[config.mk]
export PLATFORM = sky130hd
export DESIGN_NAME = mux_rr_reg
export DESIGN_NICKNAME = d
export VERILOG_FILES = /design/src/rtl/mux_rr_reg.sv
export SDC_FILE = /design/constraint.sdc
export NUM_CORES = 1
export LEC_CHECK = 0
export BUFFER_PORTS_ARGS = -buffer_cell sky130_fd_sc_hd__buf_2
export CAP_MARGIN = 0
export CORE_ASPECT_RATIO = 0.8
export CORE_UTILIZATION = 45
export DETAILED_ROUTE_END_ITERATION = 7
export GPL_ROUTABILITY_DRIVEN = 0
export HOLD_SLACK_MARGIN = 0.1
export PLACE_DENSITY = 0.74
export RECOVER_POWER = 100
export SYNTH_ARGS = -nofsm -noshare
export SYNTH_HDL_FRONTEND = slang
export SYNTH_SLANG_ARGS = --single-unit
[constraint.sdc]
create_clock -name sysclk -period 3.6 [get_ports sysclk]
set_input_delay 1.08 -clock sysclk [delete_from_list [all_inputs] [get_ports sysclk]]
set_output_delay 1.08 -clock sysclk [all_outputs]
set_load 0.02 [all_outputs]
[src/rtl/mux_rr_reg.sv]
// Registered N-channel, W-bit source multiplexer: manual select register or round-robin scan.
// Latency: 1 cycle from mux_in/ch_req sampled at an open capture slot to mux_out/out_valid.
// Backpressure: while out_valid && !out_ready the output word, ch_sel and rr pointer hold.
//
// Ports:
//   sysclk     sole clock, rising edge
//   sys_rst    synchronous active-high reset (priority over load and capture)
//   mux_in     CHANNELS*WIDTH packed channel data, channel c at [c*WIDTH +: WIDTH]
//   ch_req     per-channel request/valid
//   scan_en    0 = manual select, 1 = round-robin scan
//   sel_in     select value written by sel_load
//   sel_load   load sel_in into the select register and rr pointer
//   out_ready  consumer accepts mux_out this cycle
//   out_valid  mux_out holds a captured word
//   mux_out    registered output word
//   ch_sel     channel index mux_out came from
//   sel_err    one-cycle pulse after a rejected (out-of-range) sel_load
module mux_rr_reg #(
  parameter int WIDTH    = 16,
  parameter int CHANNELS = 4,
  localparam int SEL_W   = (CHANNELS > 1) ? $clog2(CHANNELS) : 1
) (
  input  logic                      sysclk,
  input  logic                      sys_rst,
  input  logic [CHANNELS*WIDTH-1:0] mux_in,
  input  logic [CHANNELS-1:0]       ch_req,
  input  logic                      scan_en,
  input  logic [SEL_W-1:0]          sel_in,
  input  logic                      sel_load,
  input  logic                      out_ready,
  output logic                      out_valid,
  output logic [WIDTH-1:0]          mux_out,
  output logic [SEL_W-1:0]          ch_sel,
  output logic                      sel_err
);

  // One extra bit so CHANNELS itself is representable for the range check.
  localparam logic [SEL_W:0]   CH_LIMIT = (SEL_W+1)'(CHANNELS);
  localparam logic [SEL_W-1:0] LAST_CH  = SEL_W'(CHANNELS - 1);

  logic [SEL_W-1:0] selReg;
  logic [SEL_W-1:0] rrPtr;

  logic             slotOpen;
  logic             selOk;

  logic             manReq;
  logic [WIDTH-1:0] manDat;

  logic             hiHit;
  logic             loHit;
  logic [SEL_W-1:0] hiGnt;
  logic [SEL_W-1:0] loGnt;
  logic             scanHit;
  logic [SEL_W-1:0] scanGnt;
  logic [WIDTH-1:0] scanDat;
  logic [SEL_W-1:0] ptrNext;

  assign slotOpen = !out_valid || out_ready;
  assign selOk    = ({1'b0, sel_in} < CH_LIMIT);

  // Manual path: channel addressed by the select register.
  always_comb begin
    manReq = 1'b0;
    manDat = '0;
    for (int c = 0; c < CHANNELS; c++) begin
      if (selReg == SEL_W'(c)) begin
        manReq = ch_req[c];
        manDat = mux_in[c*WIDTH +: WIDTH];
      end
    end
  end

  // Round-robin search in two passes: first the lowest requester at or above
  // rrPtr, otherwise the lowest requester overall (the wrapped part). This
  // avoids any modulo arithmetic, so non-power-of-two counts wrap correctly.
  always_comb begin
    hiHit = 1'b0;
    loHit = 1'b0;
    hiGnt = '0;
    loGnt = '0;
    for (int c = 0; c < CHANNELS; c++) begin
      if (!hiHit && ch_req[c] && (SEL_W'(c) >= rrPtr)) begin
        hiHit = 1'b1;
        hiGnt = SEL_W'(c);
      end
      if (!loHit && ch_req[c]) begin
        loHit = 1'b1;
        loGnt = SEL_W'(c);
      end
    end
  end

  assign scanHit = hiHit || loHit;
  assign scanGnt = hiHit ? hiGnt : loGnt;
  assign ptrNext = (scanGnt == LAST_CH) ? '0 : scanGnt + 1'b1;

  always_comb begin
    scanDat = '0;
    for (int c = 0; c < CHANNELS; c++) begin
      if (scanGnt == SEL_W'(c)) begin
        scanDat = mux_in[c*WIDTH +: WIDTH];
      end
    end
  end

  always_ff @(posedge sysclk) begin
    if (sys_rst) begin
      selReg    <= '0;
      rrPtr     <= '0;
      out_valid <= 1'b0;
      mux_out   <= '0;
      ch_sel    <= '0;
      sel_err   <= 1'b0;
    end else begin
      sel_err <= sel_load && !selOk;

      if (slotOpen) begin
        if (scan_en) begin
          if (scanHit) begin
            out_valid <= 1'b1;
            mux_out   <= scanDat;
            ch_sel    <= scanGnt;
            rrPtr     <= ptrNext;
          end else begin
            out_valid <= 1'b0;
          end
        end else begin
          if (manReq) begin
            out_valid <= 1'b1;
            mux_out   <= manDat;
            ch_sel    <= selReg;
          end else begin
            out_valid <= 1'b0;
          end
        end
      end

      // Placed after the capture so a valid load overrides the post-grant
      // pointer update; the capture itself already used the old values.
      if (sel_load && selOk) begin
        selReg <= sel_in;
        rrPtr  <= sel_in;
      end
    end
  end

endmodule

==> qor.tcl <==
set qor(run_status) {finished, violations left}
set qor(failed_checks) {max-capacitance violations, max-slew violations}
set qor(start_util) 0.4820
set qor(maxCapViolations) 1
set qor(p_total_uw) 871.6
set qor(flow.area_growth_from_synthesis_pct) 24.70
set qor(post-cts-setup-buffer-count) 0
set qor(final-max-slew-violation-count) 37
set qor(power.static_leakage_uw) 0.001052
set qor(cp.required_ps) 3680
set qor(holdCritPathClass) {register to register}
set qor(use_met1) 0.3816
set qor(length_in_cells_of_the_worst_reg_to_reg_path) 11
set qor(max_slew_margin) -0.1920
set qor(synth_enable_flop_cells) 0
set qor(die-area_um2) 4893
set qor(synth_async_sr_flop_share) 0
set qor(io_buffer_count) 93
set qor(clock-root-buffer) {clkbuf_8}
set qor(die_h_um) 62.77
set qor(fillers) 416
set qor(ctsHtreeMaxLevel) 1
set qor(grt_first_pass_wirelength_mm) 10.02
set qor(worst_reg2reg_setup_slack_ps) 810
set qor(chipWidth_um) 77.96
set qor(tritoncts_num_sinks) 23
set qor(setup_total_negative_slack_ps) 0
set qor(viasPerCell) 5.791
set qor(core_area_um2) 4309
set qor(syn-instance-count) 238
set qor(final_layout_size_suffix_gt1_frac) 0.3692
set qor(drc_errors) 0
set qor(met3_usage_in_global_routing) 0.04964
set qor(synth-main-ff-cell) {dfxtp_1}
set qor(period_share) 0.9187
set qor(worst_clock_skew_ps) 1.307
set qor(grt_setup_unrepaired) {no}
set qor(cts_tree) {built}
set qor(globalRouteTotalUtil) 0.2618
set qor(totalWireLength_mm) 6.110
set qor(min_path_cells) 2
set qor(irDropWorstVdd_mv) 0.1353
set qor(rows) 21
set qor(postSynthRegisterBits) 23
set qor(power-per-cell-area_nw_per_um2) 336.5
set qor(antenna_found_initial) 0
set qor(mappedNetlistNets) 317
set qor(cts.clk_slew.worst_paths_ps) 80
set qor(synth_cell_types) 34
set qor(timing_worst_slew_pin_value_ps) 1788
set qor(post_synth_instance_area_um2) 2077
set qor(tritoncts.num_buffers) 3
set qor(grt-busiest-layer) {met1}
set qor(worstReg2RegEnd) {mux_out[14]$_SDFFE_PP0P_}
set qor(routed-via-count) 2212
set qor(antenna-diode-count) 0
set qor(wire_per_inst_um) 15.99
set qor(min_delay_worst_endpoint) {mux_out[5]$_SDFFE_PP0P_}
set qor(nets) 405
set qor(grt.met2_usage) 0.3717
set qor(number_of_cells_upsized_or_downsized_after_cts) 0
set qor(synthesis.yosys.warnings) 0
set qor(endpoint_kind) {register}
set qor(worst_r2r_startpoint) {rrPtr[0]$_SDFFE_PP0P_}
set qor(clock_insertion_delay_worst_skew_ps) 270
set qor(yosys-top-cells-area) {dfxtp_1 (22%), mux4_2 (17%), a311oi_2 (8.7%)}
set qor(netlist_top_cells_count) {nand2_1 (43), nor2_1 (36), dfxtp_1 (23)}
set qor(multiInputGateArea_um2) 1459
set qor(syn_area_per_cell_um2) 8.727
set qor(synth_top_cell_area_share) 0.2217
set qor(pre_cts_ws_ps) 238.7
set qor(post-synth-top-area-cell) {dfxtp_1}
set qor(sequential_cell_area_um2) 460.4
set qor(crit_path_start_kind) {primary input}
set qor(setup_violations) 0
set qor(antenna_left) 0
set qor(ioPinCount) 95
set qor(post-route-worst-setup-slack_ps) 292.7
set qor(timing.final.hold_violations) 0
set qor(cts.path.max_buffers) 2
set qor(hold_start) {mux_out[5]$_SDFFE_PP0P_}
set qor(fmax_mhz) 302.4
set qor(drt-pass1-iter-count) 8
set qor(drt_iter0_markers) 196
set qor(grt_pass1_vias) 2084
set qor(worstPathArrival_ps) 3390
set qor(grt_start_max_net_pins) 37
set qor(grt.overflow.total) 0
set qor(cts-hold-fix-buffers) 0
set qor(synth_seq_area_share) 0.2217
set qor(hpwlAfterDp_mm) 4.641
set qor(critical_path_class) {primary input to register}
set qor(period_minus_slack_ps) 3307
set qor(crit_fanout) 17
set qor(synth_most_common_cell) {nand2_1}
## how the worst max path moves through the flow
stage / start / endpoint / slack (ps) / cells past startpoint
floorplan: ch_req[2] / mux_out[0]$_SDFFE_PP0P_ / 390 / 12
global placement: ch_req[0] / mux_out[10]$_SDFFE_PP0P_ / 300 / 12
detailed placement: ch_req[0] / mux_out[10]$_SDFFE_PP0P_ / 240 / 12
CTS: ch_req[0] / mux_out[10]$_SDFFE_PP0P_ / 530 / 12
global route: ch_req[1] / mux_out[14]$_SDFFE_PP0P_ / 170 / 12
finish: ch_req[1] / mux_out[14]$_SDFFE_PP0P_ / 290 / 12
## final cells by class
class                      instances  area share
clock buffer                       3     0.01594
clock inverter                     1    0.001932
inverter                           8     0.01159
multi-input combinational        185      0.5633
sequential                        23      0.1778
tap                               57     0.02754
timing repair buffer             105      0.2019
## layer usage
metal / routed length (µm) / share of wire
met5: 0 / 0
met4: 109 / 0.018
met3: 530 / 0.087
met2: 2594 / 0.42
met1: 2876 / 0.47
## worst max-delay path, cell delays in order
cell and delay [ps]:
buf_2 120, nand2b_1 110, a21oi_1 50, a211oi_1 210, clkbuf_1 260, ha_1 210, clkbuf_2 320, and3b_1 230
a211oi_1 160, a2111oi_0 90, a221oi_1 410, a211oi_2 130
## flip-flops by register name, indices dropped and copies added, names as in the netlist
register   cells
mux_out       16
out_valid      1
selReg         2
ch_sel         2
rrPtr          2
## cells by family after synthesis
kind of cell,share of synthesized area
AND/OR/NAND/NOR,0.1789
AO/OA/AOI/OAI,0.3102
buffers and inverters,0.07048
flip-flops,0.2217
multiplexers,0.1928
adder cells (fa/ha/maj),0.02410
other,0.001805
## power by group
part	leakage, µW	total [µW]	internal [µW]	switching, µW
logic	0.000835	401	171	230
clock network	0.0000255	165	77.5	87.8
registers	0.000191	305	285	20.3
total	0.00105	872	533	338
## through the flow
stage,instance area [µm²],cells,util,hold slack [ps]
global route,2590,382,0.6010,563.5
global placement,2595,378,0.6022,519.6
floorplan,2077,238,-,581.8
detailed placement,2595,378,0.6022,522.5
CTS,2641,382,0.6130,538.1
finish,2590,382,0.6010,525.2
## cell usage in the layout, fill, tap and decap left out
master	Yosys	routed
nand2_1	43	43
o22ai_1	1	1
a311oi_1	0	1
clkbuf_1	13	22
a21o_1	1	1
a211oi_1	2	3
a211o_1	2	2
mux4_2	16	16
o31ai_1	12	12
mux2i_1	4	4
a2111oi_0	1	1
buf_4	2	10
o21ai_0	5	5
o311ai_0	3	3
a21oi_1	7	7
clkbuf_2	0	1
o22a_1	1	1
a21oi_2	1	1
and3_1	1	1
or4_1	1	1
nor2b_1	1	1
conb_1	1	1
dfxtp_1	23	23
a211oi_2	6	5
clkinv_2	0	1
clkbuf_8	0	3
nand2b_1	5	5
and3b_1	1	1
ha_1	4	4
and2b_1	1	1
buf_2	3	72
nor2_1	36	36
inv_1	8	8
a221oi_1	16	16
a311oi_2	12	11
nand3b_1	1	1
No activity file was read; power rests on OpenSTA's default activity.
